`config.mk`:
```
export PLATFORM = sky130hd
export DESIGN_NAME = datapath_sequencer
export DESIGN_NICKNAME = d
export VERILOG_FILES = /design/src/rtl/datapath_ctrl_pkg.sv /design/src/rtl/datapath_sequencer.sv
export SDC_FILE = /design/constraint.sdc
export NUM_CORES = 1
export LEC_CHECK = 0
export ABC_AREA = 1
export CORE_MARGIN = 2
export CORE_UTILIZATION = 55
export CTS_CLUSTER_SIZE = 16
export DETAILED_ROUTE_END_ITERATION = 8
export DONT_BUFFER_PORTS = 1
export GPL_TIMING_DRIVEN = 0
export PLACE_DENSITY = 0.7
export RECOVER_POWER = 25
export SETUP_SLACK_MARGIN = 0.3
export SLEW_MARGIN = 30
export SYNTH_ARGS = -nofsm -noshare
export SYNTH_HDL_FRONTEND = slang
export SYNTH_SLANG_ARGS = --single-unit
```
`constraint.sdc`:
```
create_clock -name clk -period 2.5 [get_ports clk]
set_clock_uncertainty 0.1 [all_clocks]
set_input_delay 0.5 -clock clk [delete_from_list [all_inputs] [get_ports clk]]
set_output_delay 0.5 -clock clk [all_outputs]
set_load 0.02 [all_outputs]
```
`src/rtl/datapath_ctrl_pkg.sv`:
```
`default_nettype none
// +--------------------------------------------------------------------------+
// | datapath_ctrl_pkg                                                        |
// | Shared state encoding, opcodes, ALU codes and control-bit positions for  |
// | the hardwired datapath sequencer.                                        |
// | Revision: 1.0                                                            |
// +--------------------------------------------------------------------------+
package datapath_ctrl_pkg;

  // Control steps: fetch T0-T2, execute/writeback T3-T6.
  typedef enum logic [3:0] {
    IDLE = 4'd0,
    T0   = 4'd1,
    T1   = 4'd2,
    T2   = 4'd3,
    T3   = 4'd4,
    T4   = 4'd5,
    T5   = 4'd6,
    T6   = 4'd7,
    HALT = 4'd8
  } state_t;

  // Opcodes (IR[31:27]).
  localparam logic [4:0] OP_ADD  = 5'd3;
  localparam logic [4:0] OP_SUB  = 5'd4;
  localparam logic [4:0] OP_AND  = 5'd5;
  localparam logic [4:0] OP_OR   = 5'd6;
  localparam logic [4:0] OP_SHR  = 5'd7;
  localparam logic [4:0] OP_SHRA = 5'd8;
  localparam logic [4:0] OP_SHL  = 5'd9;
  localparam logic [4:0] OP_ROR  = 5'd10;
  localparam logic [4:0] OP_ROL  = 5'd11;
  localparam logic [4:0] OP_MUL  = 5'd15;
  localparam logic [4:0] OP_DIV  = 5'd16;
  localparam logic [4:0] OP_NEG  = 5'd17;
  localparam logic [4:0] OP_NOT  = 5'd18;
  localparam logic [4:0] OP_NOP  = 5'd26;
  localparam logic [4:0] OP_HALT = 5'd27;

  // ALU operation select values.
  localparam logic [3:0] ALU_NONE = 4'd0;
  localparam logic [3:0] ALU_ADD  = 4'd1;
  localparam logic [3:0] ALU_SUB  = 4'd2;
  localparam logic [3:0] ALU_AND  = 4'd3;
  localparam logic [3:0] ALU_OR   = 4'd4;
  localparam logic [3:0] ALU_SHR  = 4'd5;
  localparam logic [3:0] ALU_SHRA = 4'd6;
  localparam logic [3:0] ALU_SHL  = 4'd7;
  localparam logic [3:0] ALU_ROR  = 4'd8;
  localparam logic [3:0] ALU_ROL  = 4'd9;
  localparam logic [3:0] ALU_NEG  = 4'd10;
  localparam logic [3:0] ALU_NOT  = 4'd11;
  localparam logic [3:0] ALU_MUL  = 4'd12;
  localparam logic [3:0] ALU_DIV  = 4'd13;

  // Register load-enable bit positions.
  localparam int EN_HI  = 16;
  localparam int EN_LO  = 17;
  localparam int EN_PC  = 20;
  localparam int EN_MDR = 21;
  localparam int EN_IR  = 23;
  localparam int EN_Z   = 24;
  localparam int EN_MAR = 25;
  localparam int EN_Y   = 27;

  // Bus driver bit positions.
  localparam int BS_ZHI = 18;
  localparam int BS_ZLO = 19;
  localparam int BS_PC  = 20;
  localparam int BS_MDR = 21;

  // Maps an opcode to its ALU operation; non-ALU opcodes give ALU_NONE.
  function automatic logic [3:0] op_to_alu(input logic [4:0] op);
    logic [3:0] code;
    case (op)
      OP_ADD:  code = ALU_ADD;
      OP_SUB:  code = ALU_SUB;
      OP_AND:  code = ALU_AND;
      OP_OR:   code = ALU_OR;
      OP_SHR:  code = ALU_SHR;
      OP_SHRA: code = ALU_SHRA;
      OP_SHL:  code = ALU_SHL;
      OP_ROR:  code = ALU_ROR;
      OP_ROL:  code = ALU_ROL;
      OP_NEG:  code = ALU_NEG;
      OP_NOT:  code = ALU_NOT;
      OP_MUL:  code = ALU_MUL;
      OP_DIV:  code = ALU_DIV;
      default: code = ALU_NONE;
    endcase
    return code;
  endfunction

  // Three-register ALU instructions.
  function automatic logic is_rtype(input logic [4:0] op);
    return (op >= OP_ADD) && (op <= OP_ROL);
  endfunction

  // Instructions producing a HI/LO result pair.
  function automatic logic is_muldiv(input logic [4:0] op);
    return (op == OP_MUL) || (op == OP_DIV);
  endfunction

  // Single-operand ALU instructions.
  function automatic logic is_negnot(input logic [4:0] op);
    return (op == OP_NEG) || (op == OP_NOT);
  endfunction

endpackage
`default_nettype wire

```
`src/rtl/datapath_sequencer.sv`:
```
`default_nettype none
// +--------------------------------------------------------------------------+
// | datapath_sequencer                                                       |
// | Hardwired control unit: steps the datapath through fetch (T0-T2) and     |
// | execute/writeback (T3-T6), one control step per clock.                   |
// | Revision: 1.0                                                            |
// +--------------------------------------------------------------------------+
module datapath_sequencer
  import datapath_ctrl_pkg::*;
#(
  parameter int COUNT_W = 16
) (
  input  logic               clk,
  input  logic               clr,
  input  logic               run,
  input  logic               mem_ready,
  input  logic [31:0]        ir_in,
  output logic [31:0]        enable,
  output logic [31:0]        busSelect,
  output logic [3:0]         Control_Signals,
  output logic               MD_Read,
  output logic               pc_inc,
  output logic               halted,
  output logic               illegal,
  output logic [COUNT_W-1:0] instr_count
);

  state_t             r_state;
  state_t             w_next;
  state_t             w_boundary;
  logic [COUNT_W-1:0] r_count;
  logic               w_retire;

  logic [4:0]         w_op;
  logic [3:0]         w_ra;
  logic [3:0]         w_rb;
  logic [3:0]         w_rc;
  logic               w_unused_ir;

  // IR fields are decoded live; the low bits carry immediates not used here.
  assign w_op        = ir_in[31:27];
  assign w_ra        = ir_in[26:23];
  assign w_rb        = ir_in[22:19];
  assign w_rc        = ir_in[18:15];
  assign w_unused_ir = ^ir_in[14:0];

  // Where the sequencer goes once an instruction is finished.
  assign w_boundary  = run ? T0 : IDLE;

  assign instr_count = r_count;

  // State register; clr overrides everything, including mid-instruction.
  always_ff @(posedge clk) begin
    if (clr) begin
      r_state <= IDLE;
    end else begin
      r_state <= w_next;
    end
  end

  // Retired-instruction counter, wraps naturally at its width.
  always_ff @(posedge clk) begin
    if (clr) begin
      r_count <= '0;
    end else if (w_retire) begin
      r_count <= r_count + COUNT_W'(1);
    end
  end

  // Next-state and Moore control decode from the current step and live IR.
  always_comb begin
    w_next          = r_state;
    w_retire        = 1'b0;
    enable          = 32'd0;
    busSelect       = 32'd0;
    Control_Signals = ALU_NONE;
    MD_Read         = 1'b0;
    pc_inc          = 1'b0;
    halted          = 1'b0;
    illegal         = 1'b0;

    case (r_state)
      IDLE: begin
        if (run) begin
          w_next = T0;
        end
      end

      // PC -> MAR, request PC increment.
      T0: begin
        busSelect[BS_PC] = 1'b1;
        enable[EN_MAR]   = 1'b1;
        pc_inc           = 1'b1;
        w_next           = T1;
      end

      // Memory -> MDR; hold here until the memory says the data is valid.
      T1: begin
        MD_Read        = 1'b1;
        enable[EN_MDR] = 1'b1;
        if (mem_ready) begin
          w_next = T2;
        end
      end

      // MDR -> IR.
      T2: begin
        busSelect[BS_MDR] = 1'b1;
        enable[EN_IR]     = 1'b1;
        w_next            = T3;
      end

      // First execute step: load the first operand or finish short ops.
      T3: begin
        if (is_rtype(w_op)) begin
          busSelect[w_rb] = 1'b1;
          enable[EN_Y]    = 1'b1;
          w_next          = T4;
        end else if (is_muldiv(w_op)) begin
          busSelect[w_ra] = 1'b1;
          enable[EN_Y]    = 1'b1;
          w_next          = T4;
        end else if (is_negnot(w_op)) begin
          busSelect[w_rb] = 1'b1;
          enable[EN_Z]    = 1'b1;
          Control_Signals = op_to_alu(w_op);
          w_next          = T5;
        end else if (w_op == OP_NOP) begin
          w_retire = 1'b1;
          w_next   = w_boundary;
        end else if (w_op == OP_HALT) begin
          w_next = HALT;
        end else begin
          illegal = 1'b1;
          w_next  = w_boundary;
        end
      end

      // Second operand onto the bus, ALU result captured in Z.
      T4: begin
        if (is_muldiv(w_op)) begin
          busSelect[w_rb] = 1'b1;
        end else begin
          busSelect[w_rc] = 1'b1;
        end
        enable[EN_Z]    = 1'b1;
        Control_Signals = op_to_alu(w_op);
        w_next          = T5;
      end

      // Zlow writeback: to Ra for single-result ops, to LO for MUL/DIV.
      T5: begin
        busSelect[BS_ZLO] = 1'b1;
        if (is_muldiv(w_op)) begin
          enable[EN_LO] = 1'b1;
          w_next        = T6;
        end else begin
          enable[w_ra] = 1'b1;
          w_retire     = 1'b1;
          w_next       = w_boundary;
        end
      end

      // Zhigh -> HI completes MUL/DIV.
      T6: begin
        busSelect[BS_ZHI] = 1'b1;
        enable[EN_HI]     = 1'b1;
        w_retire          = 1'b1;
        w_next            = w_boundary;
      end

      // Parked until clr.
      HALT: begin
        halted = 1'b1;
      end

      default: begin
        w_next = IDLE;
      end
    endcase
  end

endmodule
`default_nettype wire
```
==> key figures, run 1 <==
Power
  • Leakage: ~1.7 nW
  • Pwr Density: 269.4 mW/mm^2
  • Total design power: 1.067 mW
  • VDD IR max: approximately 0.36 mV

Timing
  • Fin. Hold Viols: 0
  • Unrepaired setup endpoints after global routing: yes
  • # setup viols final: 0
  • Final min period: 2.352 ns
  • Fin Setup TNS: 0 ns
  • Max Slew Vio Count: 0
  • Fin crit share: 0.9409
  • Worst hold slack: 0.3563 ns
  • Fmax: 425.1 MHz
  • Worst-Margin Slew: 0.4970 ns
  • Max_slew headroom: 0.6675

Finish
  • Layout area overhead: 37.06%
  • Layout cells sized above 1: 0.3098
  • Final #Nets: around 640
  • Fill cell count: roughly 400
  • Non-filler cells, final: 664
  • Post-layout util: 0.7806
  • Diode count: 0

Routing
  • Final WL: 9617 um
  • DRT Pass-1 Iters: 6
  • DR vias: 3687
  • DR iter-0 viols: approximately 350
  • Remaining DRCs: 0
  • Wirelength per Cell: 14.48 um
  • Vias per cell: 5.553
  • Post-DRT Antenna Nets: 0

Logic synthesis
  • #FFs+latches synth: 20
  • Yosys Warn Count: 0
  • Register area share after synthesis: 0.1385
  • Average cell area after synthesis: 5.323 sq um
  • Synthesized instance count: 543
  • Post-synth cell types: 37
  • Cell Area, Synth: 0.002890 sq mm

Place
  • Global placement routability congestion: about 0.97
  • Number of buffers added on ports: 0
  • Placed Cells: 633
  • Post-DP HPWL: between 6000 and 7000 um

Clock tree
  • Clock Latency Late Sink: 0.26 ns
  • CTS tree: built
  • CTS clk-pin slew, worst paths: 0.07 ns
  • Clk root buf: clkbuf_8
  • CTS Buf Count: 3
  • CTS hold repair buffers: 0
  • H-tree Lvls: 1
  • CTS sink cnt: 20
  • Maximum buffer depth of the clock tree: 2

Floorplan
  • CORE AREA: 0.005075 sq mm
  • Ports: 124
  • Area of the die: 0.005851 sq mm
  • Die Height: 76.49 um
  • FP Rows: 26
  • Die Width: 76.49 um
  • Starting Density: 0.5695

Global route
  • First-pass GRT wire length: 14880 um
  • Total gr overflow: 0
  • Vias in the first global route: 3177
  • Largest net degree at the start of global routing: 12
  • Antenna violations before repair: 0
  • GRT Total Usage: 0.3045

Run status
  • Outcome: finished clean

Setup path
  • R2R Setup Slk: 0.58 ns
  • CP Data Required Time: roughly 1.9 ns
  • Arr. time, crit path: 1.75 ns
  • Critical Path Start: ir_in[31]
  • Worst Setup EP: busSelect[15]
  • FF-to-FF End: instr_count[6]$_SDFFE_PP0P_
  • Worst-path maximum fanout: 10
  • Worst Setup End Kind: output port
  • Startpoint types: input port
  • Length in cells of the worst reg-to-reg path: 8
  • Setup CP Type: input port to output port
  • R2r startpoint: r_state[3]$_SDFFE_PP0P_

Flow run
  • # Max-Cap Violations: 0

Worst hold path
  • HP Class: input port to register
cell usage after synthesis (all sizes together):
cell | count | area, sq um
inv | 57 | 214.0
a211oi | 1 | 7.510
nand3 | 47 | 272.8
conb | 1 | 3.750
a21oi | 23 | 115.1
xor2 | 1 | 8.760
a21boi | 1 | 7.510
or2 | 2 | 12.51
buf | 39 | 305.3
o21ai | 35 | 190.2
o211ai | 2 | 15.01
nor3 | 7 | 35.03
o221ai | 1 | 8.760
ha | 7 | 87.58
xnor2 | 1 | 8.760
nand4 | 8 | 50.05
clkbuf | 7 | 27.52
o2111ai | 1 | 8.760
nand2 | 183 | 719.4
nor2 | 98 | 387.9
clkinv | 1 | 3.750
dfxtp | 20 | 400.4
registers in the layout, indices dropped and copies added (netlist names):
register     cells
instr_count     16
r_state          4
per-stage QoR:
stage | instance area, sq um | setup slack (ns)
CTS | 3746 | 0.2184
floorplan | 3017 | 0.2721
detailed placement | 3104 | 0.04127
global placement | 3104 | 0.03975
finish | 3961 | 0.1476
global route | 3961 | 0.1106
worst max-delay path: stages:
cell and delay (ns):
buf_6 0.13, nor2_4 0.14, nand3_4 0.14, nand2_8 0.12, inv_1 0.08, clkbuf_2 0.17
o21ai_0 0.17, nand3_1 0.15, nand2_2 0.15
kinds of logic after synthesis:
group	after synthesis	synth area share
AOI/OAI and AO/OA	64	0.1221
xor gates and xnor gates	2	0.006062
adders and majority gates	7	0.03030
buffers and inverters	104	0.1905
DFF	20	0.1385
other	1	0.001297
and+or+nand+nor	345	0.5113
metal layers:
metal | share of wire | routed length, um | GRT usage | vias up
met3 | 0.089 | 856 | 0.07464 | 36
met4 | 0.028 | 265 | 0.06545 | 0
met1 | 0.40 | 3862 | 0.3772 | 1683
met2 | 0.48 | 4632 | 0.5336 | 202
li1 | - | - | - | 1766
met5 | 0 | 0 | 0 | -
how the worst min path moves through the flow:
stage | start | slack (ns) | to | cells after the start
final | mem_ready | 0.36 | r_state[0]$_SDFFE_PP0P_ | 4
after global routing | mem_ready | 0.37 | r_state[0]$_SDFFE_PP0P_ | 4
after CTS | mem_ready | 0.36 | r_state[0]$_SDFFE_PP0P_ | 4
after detailed placement | r_state[3]$_SDFFE_PP0P_ | 0.45 | r_state[3]$_SDFFE_PP0P_ | 2
after global placement | r_state[3]$_SDFFE_PP0P_ | 0.43 | r_state[3]$_SDFFE_PP0P_ | 2
after floorplan | r_state[3]$_SDFFE_PP0P_ | 0.41 | r_state[3]$_SDFFE_PP0P_ | 2
report_power, final:
group	total [mW]	switching [mW]	leakage, nW	internal [mW]
registers	0.343	0.0157	0.162	0.328
logic	0.470	0.292	1.48	0.178
clock network	0.253	0.113	0.0288	0.140
total	1.07	0.421	1.67	0.646
cell type report:
type | count | area, sq um | share of cell area
timing repair buffer | 27 | 279.0 | 0.07044
sequential | 20 | 402.9 | 0.1017
clock buffer | 4 | 55.05 | 0.01390
buffer | 46 | 402.9 | 0.1017
inverter | 58 | 232.7 | 0.05875
multi-input combinational | 439 | 2501 | 0.6314
tap | 70 | 87.58 | 0.02211
layout by cell type (no fill, tap or decap), types with 4 or more instances in the layout:
cell type,Yosys,routed
nand2_1,172,151
nor2_1,94,68
inv_1,53,46
buf_4,27,46
nand3_1,41,27
nor2_4,2,25
a21oi_1,23,22
conb_1,1,21
nand2_2,10,19
dfxtp_1,20,18
o21ai_0,23,16
nand3_2,5,14
o21ai_1,8,14
buf_6,3,12
nand2_4,1,12
nand4_1,8,8
inv_2,4,6
nand3_4,1,6
nor3_1,7,5
nor2_2,2,5
clkbuf_8,0,5
o21ai_2,4,4
repair_timing:
action / 4_1_cts / 5_1_grt
pin swaps: 20 / 31
setup buffers: 15 / 8
cloned: 3 / 1
resized for setup: 114 / 43
setup endpoints to repair: 41 / 43
(Power assumes the default switching activity.)
==> run 2: changes to the inputs <==
--- a/config.mk
+++ b/config.mk
@@ -12,7 +12,7 @@
 export DETAILED_ROUTE_END_ITERATION = 8
 export DONT_BUFFER_PORTS = 1
 export GPL_TIMING_DRIVEN = 0
-export PLACE_DENSITY = 0.7
+export PLACE_DENSITY = 0.73
 export RECOVER_POWER = 25
 export SETUP_SLACK_MARGIN = 0.3
 export SLEW_MARGIN = 30
==> constraint.sdc (replaced) <==
create_clock -name clk -period 2.1 [get_ports clk]
set_clock_uncertainty 0.1 [all_clocks]
set_input_delay 0.42 -clock clk [delete_from_list [all_inputs] [get_ports clk]]
set_output_delay 0.42 -clock clk [all_outputs]
set_load 0.005 [all_outputs]
==> run 2 against run 1 <==
Compared with the run above: combinational power up 6.8%; sequential share of layout area grew 0.092 points; critical path depth decreased by 3; total power is 14% higher; clock power rose by 21%; register-to-register slack worse by 0.30 ns.
==> key figures, run 2 (same netlist as run 1, synthesis figures left out) <==
Timing
  • Max_slew headroom: 0.6546
  • Final min period: 2.093 ns
  • Unrepaired setup endpoints after global routing: yes
  • Fin. Hold Viols: 0
  • Fin crit share: 0.9966
  • Worst-Margin Slew: a little over 0.5 ns
  • Fmax: 477.8 MHz
  • # setup viols final: 0
  • Max Slew Vio Count: 0

Global route
  • Total gr overflow: 0
  • First-pass GRT wire length: 14770 um
  • Largest net degree at the start of global routing: 12
  • GRT Total Usage: 0.2984
  • Vias in the first global route: roughly 3300
  • Antenna violations before repair: 0

Floorplan
  • Die Height: about 76 um
  • Ports: 124
  • Die Width: 76.49 um
  • CORE AREA: 0.005075 sq mm
  • Starting Density: 0.5695
  • Area of the die: 0.005851 sq mm
  • FP Rows: 26

Place
  • Post-DP HPWL: 6473 um
  • Number of buffers added on ports: 0
  • Area after DPL: 0.003161 sq mm
  • Placed Cells: 633
  • Global placement routability congestion: 0.9285

Worst hold path
  • HP Class: input port to register

Clock tree
  • CTS sink cnt: 20
  • CTS tree: built
  • Clock Latency Late Sink: around 0.27 ns
  • CTS Buf Count: 3
  • CTS clk-pin slew, worst paths: 0.08 ns
  • Clk root buf: clkbuf_8
  • Maximum buffer depth of the clock tree: 2
  • H-tree Lvls: 1

Power
  • VDD IR max: 0.2241 mV
  • Leakage: about 1.8 nW
  • Pwr Density: around 300 mW/mm^2

Routing
  • DRT Pass-1 Iters: 7
  • Remaining DRCs: 0
  • DR iter-0 viols: around 310
  • Wirelength per Cell: roughly 15 um
  • Final WL: 10120 um
  • Vias per cell: between 5 and 6
  • Post-DRT Antenna Nets: 0
  • DR vias: about 3700

Finish
  • Finished Cell Area: between 0.004 and 0.005 sq mm
  • Final #Nets: 646
  • Layout cells sized above 1: 0.3123
  • Non-filler cells, final: 672
  • Layout area overhead: 40.04%
  • Diode count: 0
  • Most frequent cells in the layout: 159 x nand2_1, 66 x nor2_1, 50 x buf_4
  • Most common cell after layout, fill and taps aside: nand2_1
  • Max reg flops: 16

Setup path
  • CP Buf/Inv Count: 2
  • Worst path cell trace: buf_6 > nand4_1 > clkbuf_8 > a21oi_1 > nand2_1 > nand2_2
  • Worst Setup End Kind: output port
  • Max incr delay on CP: 0.39 ns
  • Cell family with most CP delay: simple AND/OR/NAND/NOR gates
  • Worst-path maximum fanout: 5
  • Startpoint types: register
  • Arr. time, crit path: 1.57 ns
  • CP Data Required Time: around 1.6 ns
  • Setup CP Type: register to output port
  • CP max-delay cell: dfxtp_4

Flow run
  • # Max-Cap Violations: 0

Run status
  • Outcome: finished clean
-- run 2: cell count changes in the layout (fill, tap and decap cells not counted), moves of 6 or more --
cell,delta
nand2_1,+8
nand2_4,-8
nand3_1,+9
nand3_2,-9
o21ai_1,-6
-- run 2: where the power goes --
group | leakage [nW] | switching (mW) | internal [mW]
combinational | 1.58 | 0.291 | 0.211
sequential | 0.164 | 0.0213 | 0.390
clock | 0.0288 | 0.139 | 0.167
total | 1.77 | 0.452 | 0.768
-- run 2: final timing paths --
| check | cells past startpoint | slack [ns] | startpoint | endpoint |
|---|---|---|---|---|
| worst max-delay path | 6 | 0.007 | r_state[0]$_SDFFE_PP0P_ | busSelect[7] |
| worst min-delay path | 4 | 0.31 | mem_ready | r_state[0]$_SDFFE_PP0P_ |
| worst max register to register | 10 | 0.28 | r_state[3]$_SDFFE_PP0P_ | instr_count[1]$_SDFFE_PP0P_ |
| worst min register to register | 2 | 0.45 | instr_count[6]$_SDFFE_PP0P_ | instr_count[6]$_SDFFE_PP0P_ |
-- run 2: routing by layer --
layer | routed length, um | vias up | part of all wire | track usage
met2 | 5007 | 226 | 0.49 | 0.5345
met4 | 355 | 0 | 0.035 | 0.1273
met1 | 3893 | 1657 | 0.38 | 0.3530
met3 | 859 | 43 | 0.085 | 0.04265
met5 | 0 | - | 0 | 0
li1 | - | 1785 | - | -
-- run 2: what timing repair did --
action	in CTS	in global routing
endpoints found under the setup margin	43	59
pin swaps	12	21
gates resized for setup	76	66
hold buffers	0	0
cloned	4	4
setup buffers	18	9
-- run 2: per-stage QoR --
stage               hold slack (ns)  utilization  setup TNS [ns]  power, mW  setup WS, ns
floorplan                    0.4030            -               0     0.7132        0.2296
global placement             0.4336       0.6228               0     0.7652       0.08699
detailed placement           0.4385       0.6228               0     0.7695       0.08208
CTS                          0.2827       0.7276               0      1.139        0.1241
global route                 0.3193       0.7976        -0.04085      1.269      -0.03231
finish                       0.3140       0.7976               0      1.220      0.007069
-- run 2: worst reg2reg max path: stages, from the launching register on --
cell and delay, ns:
dfxtp_4 0.37, inv_4 0.07, nand2_4 0.07, nor2_4 0.19
nand3_4 0.17, clkbuf_16 0.19, buf_6 0.11, buf_6 0.11
buf_6 0.11, nand4_1 0.10, a21oi_1 0.09
-- run 2: cell type report --
cell class / instances / area, sq um
Multi-Input combinational cell: 439 / 2419
Fill cell: 370 / 1027
Buffer: 46 / 449.2
Sequential cell: 20 / 415.4
Timing Repair Buffer: 35 / 390.4
Inverter: 58 / 231.5
Tap cell: 70 / 87.58
Clock buffer: 4 / 55.05
